### src/rtl/csr_ctrl.sv
// CSR/trap sequencer: latches one EXU request, computes the CSR file updates in a
// single EXEC cycle, then holds the old value and any PC redirect until the EXU accepts it.
module csr_ctrl #(
  parameter logic [31:0] MTVEC_ALIGN_MASK = 32'hFFFF_FFFC
) (
  input  logic        clk,
  input  logic        rst,
  input  logic        req_valid,
  output logic        req_ready,
  input  logic [2:0]  req_op,
  input  logic [11:0] req_addr,
  input  logic [31:0] req_src,
  input  logic        req_src_x0,
  input  logic [31:0] req_pc,
  input  logic [31:0] csr_rdata0,
  input  logic [31:0] csr_rdata1,
  input  logic [31:0] csr_rdata2,
  input  logic [31:0] csr_rdata3,
  input  logic [31:0] csr_rdata4,
  input  logic [31:0] csr_rdata5,
  output logic [31:0] wdata0,
  output logic [31:0] wdata1,
  output logic [31:0] wdata2,
  output logic [31:0] wdata3,
  output logic [31:0] wdata4,
  output logic [31:0] wdata5,
  output logic [5:0]  wen,
  output logic        resp_valid,
  input  logic        resp_ready,
  output logic [31:0] resp_rdata,
  output logic        resp_redirect,
  output logic [31:0] resp_pc,
  output logic        resp_illegal
);

  typedef enum logic [1:0] {IDLE, EXEC, RESP} state_t;

  state_t      state, state_nxt;
  logic [2:0]  op_q;
  logic [11:0] addr_q;
  logic [31:0] src_q, pc_q;
  logic        src_x0_q;

  logic [31:0] rd [6];
  logic [31:0] wd [6];
  logic [5:0]  sel, wen_c;
  logic [31:0] old, newv, ms_ecall, ms_mret, rdata_c, pc_c;
  logic        redirect_c, illegal_c, exec_live;

  assign rd[0] = csr_rdata0;
  assign rd[1] = csr_rdata1;
  assign rd[2] = csr_rdata2;
  assign rd[3] = csr_rdata3;
  assign rd[4] = csr_rdata4;
  assign rd[5] = csr_rdata5;

  // rst only reaches outputs combinationally, never a flop D input
  assign req_ready  = (state == IDLE) && !rst;
  assign resp_valid = (state == RESP);
  assign exec_live  = (state == EXEC) && !rst;

  always_comb begin
    state_nxt = state;
    case (state)
      IDLE:    if (req_valid) state_nxt = EXEC;
      EXEC:    state_nxt = RESP;
      RESP:    if (resp_ready) state_nxt = IDLE;
      default: state_nxt = IDLE;
    endcase
  end

  always_ff @(posedge clk or posedge rst) begin
    if (rst) state <= IDLE;
    else     state <= state_nxt;
  end

  always_ff @(posedge clk or posedge rst) begin
    if (rst) begin
      op_q     <= '0;
      addr_q   <= '0;
      src_q    <= '0;
      src_x0_q <= 1'b0;
      pc_q     <= '0;
    end else if (state == IDLE && req_valid) begin
      op_q     <= req_op;
      addr_q   <= req_addr;
      src_q    <= req_src;
      src_x0_q <= req_src_x0;
      pc_q     <= req_pc;
    end
  end

  // one-hot lane select decoded from the latched address; all-zero marks an unknown CSR
  always_comb begin
    sel = '0;
    case (addr_q)
      12'h300: sel = 6'b000001;
      12'h341: sel = 6'b000010;
      12'h342: sel = 6'b000100;
      12'h340: sel = 6'b001000;
      12'h343: sel = 6'b010000;
      12'h305: sel = 6'b100000;
      default: sel = '0;
    endcase
    old = '0;
    for (int i = 0; i < 6; i++)
      if (sel[i]) old = old | rd[i];
  end

  always_comb begin
    ms_ecall        = rd[0];
    ms_ecall[7]     = rd[0][3];
    ms_ecall[3]     = 1'b0;
    ms_ecall[12:11] = 2'b11;
    ms_mret         = rd[0];
    ms_mret[3]      = rd[0][7];
    ms_mret[7]      = 1'b1;
    ms_mret[12:11]  = 2'b11;
    case (op_q)
      3'd1:    newv = old | src_q;
      3'd2:    newv = old & ~src_q;
      default: newv = src_q;
    endcase
  end

  always_comb begin
    wen_c      = '0;
    for (int i = 0; i < 6; i++) wd[i] = '0;
    rdata_c    = '0;
    pc_c       = '0;
    redirect_c = 1'b0;
    illegal_c  = 1'b0;
    case (op_q)
      3'd0, 3'd1, 3'd2: begin
        if (sel == 6'b0) begin
          illegal_c = 1'b1;
        end else begin
          rdata_c = old;
          if (op_q == 3'd0 || !src_x0_q) begin
            wen_c = sel;
            for (int i = 0; i < 6; i++)
              if (sel[i]) wd[i] = newv;
          end
        end
      end
      3'd3: begin
        wen_c      = 6'b000111;
        wd[0]      = ms_ecall;
        wd[1]      = pc_q;
        wd[2]      = 32'h0000_000B;
        redirect_c = 1'b1;
        pc_c       = rd[5] & MTVEC_ALIGN_MASK;
      end
      3'd4: begin
        wen_c      = 6'b000001;
        wd[0]      = ms_mret;
        redirect_c = 1'b1;
        pc_c       = rd[1];
      end
      default: illegal_c = 1'b1;
    endcase
  end

  // write port is live only during an un-reset EXEC cycle
  assign wen    = exec_live ? wen_c : 6'b0;
  assign wdata0 = exec_live ? wd[0] : 32'h0;
  assign wdata1 = exec_live ? wd[1] : 32'h0;
  assign wdata2 = exec_live ? wd[2] : 32'h0;
  assign wdata3 = exec_live ? wd[3] : 32'h0;
  assign wdata4 = exec_live ? wd[4] : 32'h0;
  assign wdata5 = exec_live ? wd[5] : 32'h0;

  always_ff @(posedge clk or posedge rst) begin
    if (rst) begin
      resp_rdata    <= '0;
      resp_redirect <= 1'b0;
      resp_pc       <= '0;
      resp_illegal  <= 1'b0;
    end else if (state == EXEC) begin
      resp_rdata    <= rdata_c;
      resp_redirect <= redirect_c;
      resp_pc       <= pc_c;
      resp_illegal  <= illegal_c;
    end
  end

endmodule

### config.mk
export PLATFORM = sky130hd
export DESIGN_NAME = csr_ctrl
export DESIGN_NICKNAME = d
export VERILOG_FILES = /design/src/rtl/csr_ctrl.sv
export SDC_FILE = /design/constraint.sdc
export NUM_CORES = 1
export LEC_CHECK = 0
export ABC_CLOCK_PERIOD_IN_PS = 6600
export CORE_AREA = 2 2 209 211
export CTS_CLUSTER_DIAMETER = 60
export DETAILED_ROUTE_END_ITERATION = 12
export DIE_AREA = 0 0 211 213
export SLEW_MARGIN = 20
export SYNTH_ARGS = -nofsm -noshare
export SYNTH_HDL_FRONTEND = slang
export SYNTH_SLANG_ARGS = --single-unit
### constraint.sdc
create_clock -name clk -period 6.6 [get_ports clk]
set_input_delay 1.32 -clock clk [delete_from_list [all_inputs] [get_ports clk]]
set_output_delay 1.32 -clock clk [all_outputs]
set_load 0.02 [all_outputs]
==> results.rst, run 1 <==
.. list-table::
   :header-rows: 1

   * - Metric
     - Value
   * - Outcome
     - finished clean
   * - Required @ worst endpoint
     - ~5.3 ns
   * - Category of the worst setup path capture point
     - output pin
   * - Setup repair after global routing missed its margin
     - false
   * - Setup Fix Bufs, Post-CTS
     - 0
   * - Source-to-sink clock delay at the later pin of the worst-skew pair
     - 0.45 ns
   * - Setup slack on the worst flop-to-flop path
     - approximately 3.6 ns
   * - Maximum vdd ir drop
     - around 0.22 mV
   * - Cell family with the largest share of critical-path delay
     - simple AND/OR/NAND/NOR gates
   * - Largest net degree at the start of global routing
     - 76
   * - Most frequent cells in the layout
     - 541 x sky130_fd_sc_hd__clkdlybuf4s50_1, 194 x sky130_fd_sc_hd__nand2_1, 166 x sky130_fd_sc_hd__o21ai_0
   * - FFs w/ async S/R, synth
     - 100%
   * - Number of standard cells in the layout, taps in and fillers out
     - between 2000 and 2500
   * - Wire per inst
     - 23.4 microns
   * - Element type at the critical path start
     - flop
   * - Remaining DRCs
     - 0
   * - Synthesized netlist cell count
     - about 1100
   * - Max Clock Skew
     - roughly 0.017 ns
   * - Static power due to leakage
     - slightly below 0.006 uW
   * - Top cells by area, synth
     - sky130_fd_sc_hd__dfrtp_1 41%, sky130_fd_sc_hd__o21ai_0 9.1%, sky130_fd_sc_hd__nand2_1 8.0%
   * - Startpoint of the tightest hold check path
     - resp_redirect
   * - Post-route ant nets
     - 0
   * - Setup crit start
     - addr_q[11]
   * - Area added between synthesis and finish
     - 71.2%
   * - Setup violations, final
     - 0
   * - Slew at the pin closest to its max-slew limit
     - about 1 ns
   * - FILL cells
     - between 4000 and 5000
   * - Cell Area, Synth
     - approximately 0.0091 sq mm
   * - Floorplan die area
     - about 0.045 sq mm
   * - Initial Utilization
     - 21.4%
   * - Number of antenna violations at the first check in global routing
     - 5
   * - Global-route congestion overflow total
     - 0
   * - Number of input and output port buffers inserted
     - around 540
   * - Number of synthesized register bits
     - roughly 150
   * - Part of the total power dissipated in the clock network
     - about 19%
   * - Peak fanout along the critical path
     - 34
   * - Capturing point of the worst reg2reg path
     - resp_rdata[28]
   * - Highest clock rate
     - around 0.18 GHz
   * - Worst path arrival time
     - 4.39 ns
   * - Post-cts sizing count
     - 0
   * - Die span in y
     - about 210 microns
   * - Power Internal
     - roughly 2900 uW
   * - Number of clock sinks
     - roughly 150
   * - Post-route setup TNS
     - 0 ns
   * - Switching Fraction
     - around 44%
   * - Crit-path slowest cell
     - sky130_fd_sc_hd__and3_2
   * - Reg2Reg Launch Point
     - addr_q[11]
   * - Power per cell area
     - about 330 mW/mm^2
   * - Flip-flop cell with the highest count after synthesis
     - sky130_fd_sc_hd__dfrtp_1
   * - Fin crit share
     - between 80% and 90%
   * - GP Congestion
     - 0.934
   * - Power share of the combinational group
     - between 50 and 60%
   * - Final critical delay including setup and external delays
     - between 5 and 6 ns
   * - First-pass GRT wire length
     - just over 70 mm
   * - Number of global-route vias before repair
     - roughly 11000
   * - Final-report hold violation count
     - 0
   * - Clock edge transition at the registers on the reported setup and hold paths
     - roughly 0.07 ns
   * - Hold Path Cell Cnt
     - 2
   * - DR vias
     - approximately 11000
   * - Net count, final
     - between 1500 and 2000
   * - End of the worst hold path
     - resp_redirect
   * - Slew Limit Fails
     - 0
   * - Sw power
     - ~2300 uW
   * - Portion of synthesized cell area occupied by the leading cell type
     - between 40 and 50%
   * - Cell type with the highest aggregate area in the netlist
     - sky130_fd_sc_hd__dfrtp_1
   * - Mean area per synthesized cell
     - approximately 8.4 sq um
   * - Count of placed standard cells including taps
     - 2102
   * - Post-synthesis net count
     - 1361
   * - Detailed placer's ending HPWL
     - around 37 mm
   * - Post-DP Area
     - 0.0150 sq mm
   * - Layout cell share with drive strength beyond 1
     - roughly 10%
   * - Post-synthesis sequential area ratio
     - 40.6%
   * - Number of buffers inserted for hold repair after clock tree synthesis
     - 0
   * - Root cell of the clock tree
     - sky130_fd_sc_hd__clkbuf_16
   * - H-tree Lvls
     - 4
   * - Hold Path Class
     - flop to flop
   * - Synth unique cells
     - between 50 and 60
   * - Post-route cell area
     - approximately 0.016 sq mm
   * - Synth warn
     - 0
   * - Number of CTS-inserted buffers
     - 17
   * - Die boundary width
     - 211 microns
   * - Commonest non-fill, non-tap cell in the layout
     - sky130_fd_sc_hd__clkdlybuf4s50_1
   * - Max-cap violations
     - 0
   * - Number of detailed-route iterations in the first pass
     - 8
   * - CTS tree
     - built
   * - Worst Path Class, Setup
     - flop to output pin
   * - Floorplan core area
     - 0.0427 sq mm
   * - Sequential power share
     - between 30 and 40%
   * - Sequence of cells on the critical path
     - nand4bb_1 > nor3_4 > buf_4 > and3_2 > a222oi_1 > a21bo_2 > o21ai_0 > clkdlybuf4s50_1
   * - Slew Limit Headroom
     - a little under a third
   * - Boundary pin count
     - ~540
   * - Worst reg-to-reg path cell count
     - 6
   * - Crit path buf inv count
     - 2
   * - Std cell rows
     - 76
   * - Worst Hold Slack
     - 0.482 ns
   * - Number of DRC violations after detailed-routing iteration 0
     - approximately 1000
   * - CP max stage delay
     - 0.84 ns
   * - GRT Total Usage
     - around 22%
   * - Number of buffers on the longest clock path
     - 2
   * - Routed WL
     - between 50 and 60 mm
   * - Drt via density
     - around 4.9
   * - Number of synthesized flops with an enable pin
     - 0
synth_stat cells, types with 2 or more instances:
cell type                    n
sky130_fd_sc_hd__a21oi_1     5
sky130_fd_sc_hd__nor2b_1     2
sky130_fd_sc_hd__o221ai_1    2
sky130_fd_sc_hd__nand2b_1    3
sky130_fd_sc_hd__o21ai_0   166
sky130_fd_sc_hd__o22ai_1    30
sky130_fd_sc_hd__buf_1       2
sky130_fd_sc_hd__or3_1       2
sky130_fd_sc_hd__nor3_2      2
sky130_fd_sc_hd__or2_2       3
sky130_fd_sc_hd__a32oi_1     2
sky130_fd_sc_hd__dfrtp_1   148
sky130_fd_sc_hd__a21bo_2    29
sky130_fd_sc_hd__o21ai_1    23
sky130_fd_sc_hd__inv_1      38
sky130_fd_sc_hd__nor2_1    136
sky130_fd_sc_hd__a222oi_1   29
sky130_fd_sc_hd__o21ai_2     2
sky130_fd_sc_hd__buf_2       9
sky130_fd_sc_hd__buf_6       6
sky130_fd_sc_hd__nor3_1      3
sky130_fd_sc_hd__mux2i_1    60
sky130_fd_sc_hd__nand4_1     3
sky130_fd_sc_hd__clkbuf_1   70
sky130_fd_sc_hd__mux2_2     52
sky130_fd_sc_hd__xor2_1      2
sky130_fd_sc_hd__nand2_1   195
sky130_fd_sc_hd__nand3_1     3
sky130_fd_sc_hd__a22oi_1    32
registers in the layout, indices dropped and copies added, names as in the netlist:
register       cells
addr_q            12
resp_redirect      1
src_x0_q           1
resp_pc           32
state              2
op_q               3
pc_q              32
resp_rdata        32
src_q             32
resp_illegal       1
metal layers:
layer / global-route usage, % / wire, microns
met1: 26.8 / 20600
met2: 36.5 / 24100
met3: 5.62 / 4130
met4: 7.36 / 1200
met5: 0 / 37
worst max path at each step:
stage | cells after the start | slack (ns) | end
floorplan | 1 | 1.30 | addr_q[0]
global placement | 6 | 0.91 | wdata1[18]
detailed placement | 6 | 0.82 | wdata1[18]
CTS | 8 | 0.79 | wdata0[29]
global route | 8 | 0.69 | wdata0[29]
finish | 8 | 0.89 | wdata0[26]
per-stage QoR:
stage	power (uW)	util [%]	worst slack (ns)
after global placement	4110	35.2	0.911
after global routing	5440	36.6	0.690
after floorplan	2950	-	1.30
after detailed placement	4170	35.2	0.820
final	5120	36.6	0.890
after CTS	5180	36.5	0.787
power groups by stage:
stage          Combinational, uW  Sequential, uW  Clock, uW
4_1_cts                     2610            1550       1020
2_1_floorplan               1380            1570          0
5_1_grt                     2780            1600       1060
3_3_place_gp                2560            1550          0
6_report                    2580            1560        989
3_5_place_dp                2600            1560          0
worst reg2reg max path: cells and delay by family (launching register included):
kind	cells	cell delay (ns)
compound gates	2	0.62
buf+inv	1	0.46
flops	1	0.37
simple gates	3	1.48
area by class of cell:
class	instances	area (sq um)	area share, %
Antenna cell	3	7.51	0.0481
Inverter	38	148	0.946
Timing Repair Buffer	561	5570	35.6
Clock inverter	13	133	0.849
Tap cell	546	683	4.38
Clock buffer	19	443	2.84
Multi-Input combinational cell	809	4930	31.6
Sequential cell	148	3710	23.7
cells by family (layout without fill, tap and decap cells):
family                     count (synthesis)  in the layout  share of synthesized area, %
and+or+nand+nor                          368            368                          16.9
AOI/OAI and AO/OA                        325            325                          23.0
DFF                                      148            148                          40.6
buffers and inverters                    128            631                          6.01
muxes                                    113            113                          13.2
xor gates and xnor gates                   2              2                         0.192
adders and majority gates                  1              1                         0.110
other                                      0              3                             0
Power figures use the tool's default switching activity.
==> inputs of run 2 (changes only) <==
--- a/config.mk
+++ b/config.mk
@@ -7,6 +7,7 @@
 export LEC_CHECK = 0
 export ABC_CLOCK_PERIOD_IN_PS = 6600
 export CORE_AREA = 2 2 209 211
+export CTS_BUF_LIST = sky130_fd_sc_hd__clkbuf_2
 export CTS_CLUSTER_DIAMETER = 60
 export DETAILED_ROUTE_END_ITERATION = 12
 export DIE_AREA = 0 0 211 213
==> results.rst, run 2 (synthesis gave the netlist of run 1 again) <==
.. list-table::
   :header-rows: 1

   * - Metric
     - Value
   * - Die boundary width
     - 211 microns (unchanged)
   * - Boundary pin count
     - 542 (unchanged)
   * - Worst Hold Slack
     - 0.510 ns (was 0.482 ns)
   * - Post-cts sizing count
     - 0 (unchanged)
   * - GRT Total Usage
     - 21.6% (about the same)
   * - GP Congestion
     - 0.934 (unchanged)
   * - Slew at the pin closest to its max-slew limit
     - 1.01 ns (was 1.02 ns)
   * - Post-route ant nets
     - 0 (unchanged)
   * - Root cell of the clock tree
     - sky130_fd_sc_hd__clkbuf_2 (was sky130_fd_sc_hd__clkbuf_16)
   * - Detailed placer's ending HPWL
     - 37.0 mm (unchanged)
   * - Number of global-route vias before repair
     - 10600 (about the same)
   * - Setup crit start
     - addr_q[11] (unchanged)
   * - Clock edge transition at the registers on the reported setup and hold paths
     - 0.21 ns (was 0.07 ns)
   * - Final critical delay including setup and external delays
     - 6.14 ns (was 5.71 ns)
   * - Number of buffers inserted for hold repair after clock tree synthesis
     - 0 (unchanged)
   * - Most frequent cells in the layout
     - 541 x sky130_fd_sc_hd__clkdlybuf4s50_1, 194 x sky130_fd_sc_hd__nand2_1, 166 x sky130_fd_sc_hd__o21ai_0 (unchanged)
   * - Setup violations, final
     - 0 (unchanged)
   * - Number of detailed-route iterations in the first pass
     - 7 (was 8)
   * - Fin crit share
     - 93.0% (was 86.5%)
   * - Area added between synthesis and finish
     - 67.4% (was 71.2%)
   * - Number of clock sinks
     - 148 (unchanged)
   * - H-tree Lvls
     - 4 (unchanged)
   * - Post-route setup TNS
     - 0 ns (unchanged)
   * - Floorplan core area
     - 0.0427 sq mm (unchanged)
   * - Setup slack on the worst flop-to-flop path
     - 3.56 ns (was 3.59 ns)
   * - Worst reg-to-reg path cell count
     - 6 (unchanged)
   * - DR vias
     - 10600 (was 10500)
   * - Wire per inst
     - 23.4 microns (about the same)
   * - Slew Limit Headroom
     - 32.9% (was 31.9%)
   * - Source-to-sink clock delay at the later pin of the worst-skew pair
     - 0.85 ns (was 0.45 ns)
   * - Hold Path Class
     - flop to flop (unchanged)
   * - Net count, final
     - 1851 (unchanged)
   * - First-pass GRT wire length
     - 70.6 mm (was 70.5 mm)
   * - Number of CTS-inserted buffers
     - 17 (unchanged)
   * - Final-report hold violation count
     - 0 (unchanged)
   * - Remaining DRCs
     - 0 (unchanged)
   * - Number of antenna violations at the first check in global routing
     - 6 (was 5)
   * - Capturing point of the worst reg2reg path
     - resp_rdata[28] (unchanged)
   * - Worst Path Class, Setup
     - flop to output pin (unchanged)
   * - Max-cap violations
     - 0 (unchanged)
   * - Number of input and output port buffers inserted
     - 541 (unchanged)
   * - Category of the worst setup path capture point
     - output pin (unchanged)
   * - Highest clock rate
     - 0.163 GHz (was 0.175 GHz)
   * - Required @ worst endpoint
     - 5.28 ns (about the same)
   * - Max Clock Skew
     - 0.0574 ns (was 0.0167 ns)
   * - Number of DRC violations after detailed-routing iteration 0
     - 938 (was 1003)
   * - Drt via density
     - 4.93 (about the same)
   * - Setup repair after global routing missed its margin
     - false (unchanged)
   * - FILL cells
     - 4399 (was 4370)
   * - Element type at the critical path start
     - flop (unchanged)
   * - Critical path capture point
     - wdata0[29] (was wdata0[26])
   * - Number of buffers on the longest clock path
     - 2 (unchanged)
   * - Setup Fix Bufs, Post-CTS
     - 0 (unchanged)
   * - Routed WL
     - 50.0 mm (was 50.1 mm)
   * - Std cell rows
     - 76 (unchanged)
   * - Reg2Reg Launch Point
     - addr_q[11] (unchanged)
   * - Initial Utilization
     - 21.4% (unchanged)
   * - Outcome
     - finished clean (unchanged)
   * - Worst path arrival time
     - 4.82 ns (was 4.39 ns)
   * - Floorplan die area
     - 0.0449 sq mm (unchanged)
   * - Largest net degree at the start of global routing
     - 76 (unchanged)
   * - CTS tree
     - built (unchanged)
   * - Slew Limit Fails
     - 0 (unchanged)
   * - Maximum vdd ir drop
     - 0.192 mV (was 0.218 mV)
   * - Static power due to leakage
     - 0.00582 uW (was 0.00596 uW)
   * - Power per cell area
     - 306 mW/mm^2 (was 328 mW/mm^2)
   * - Die span in y
     - 213 microns (unchanged)
   * - Peak fanout along the critical path
     - 34 (unchanged)
   * - Layout cell share with drive strength beyond 1
     - 10.4% (unchanged)
   * - Commonest non-fill, non-tap cell in the layout
     - sky130_fd_sc_hd__clkdlybuf4s50_1 (unchanged)
   * - Global-route congestion overflow total
     - 0 (unchanged)
[run 2: worst min-delay path by stage]
stage | end | startpoint | cells after the start
2_1_floorplan | addr_q[11] | addr_q[11] | 1
3_3_place_gp | resp_rdata[7] | resp_rdata[7] | 2
5_1_grt | resp_pc[1] | resp_pc[1] | 2
6_report | resp_pc[30] | resp_pc[30] | 2
4_1_cts | resp_pc[17] | resp_pc[17] | 2
3_5_place_dp | resp_pc[1] | resp_pc[1] | 2
[run 2: report_power, final]
group          internal (uW)  switching (uW)  leakage [uW]
logic                   1030            1550       0.00380
registers               1250             294       0.00188
clock network            171             375      0.000133
[run 2: layout make-up]
class	instances	area, sq um	area share, %
tap	546	683	4.47
inverter	38	148	0.967
multi-input combinational	809	4930	32.3
timing repair buffer	561	5570	36.4
antenna	6	15.0	0.0983
sequential	148	3710	24.3
clock buffer	18	90.1	0.590
clock inverter	14	136	0.893
[run 2: worst max-delay path, stage by stage (launching register included)]
cell                              delay, ns
sky130_fd_sc_hd__dfrtp_1               0.41
sky130_fd_sc_hd__nand4bb_1             0.41
sky130_fd_sc_hd__nor3_4                0.21
sky130_fd_sc_hd__buf_4                 0.47
sky130_fd_sc_hd__and3_2                0.84
sky130_fd_sc_hd__a222oi_1              0.26
sky130_fd_sc_hd__a21bo_2               0.36
sky130_fd_sc_hd__o21ai_0               0.33
sky130_fd_sc_hd__clkdlybuf4s50_1       0.70
[run 2: layer usage]
metal	GRT usage, %	part of all wire (%)	routed length (microns)	vias to the layer above
met5	0	0.026	13	-
met4	5.59	1.5	743	2
met3	5.60	7.5	3770	41
met2	36.8	49	24400	511
met1	27.1	42	21000	5205
li1	-	-	-	4799
[run 2: stage by stage]
stage	std cells	cell area [sq um]	power (uW)	setup slack [ns]	util [%]
2_1_floorplan	1085	9120	2950	1.30	-
3_3_place_gp	2102	15000	4110	0.911	35.2
3_5_place_dp	2102	15000	4170	0.820	35.2
4_1_cts	2134	15300	4730	0.266	35.7
5_1_grt	2139	15300	4990	0.158	35.8
6_report	2140	15300	4680	0.462	35.8
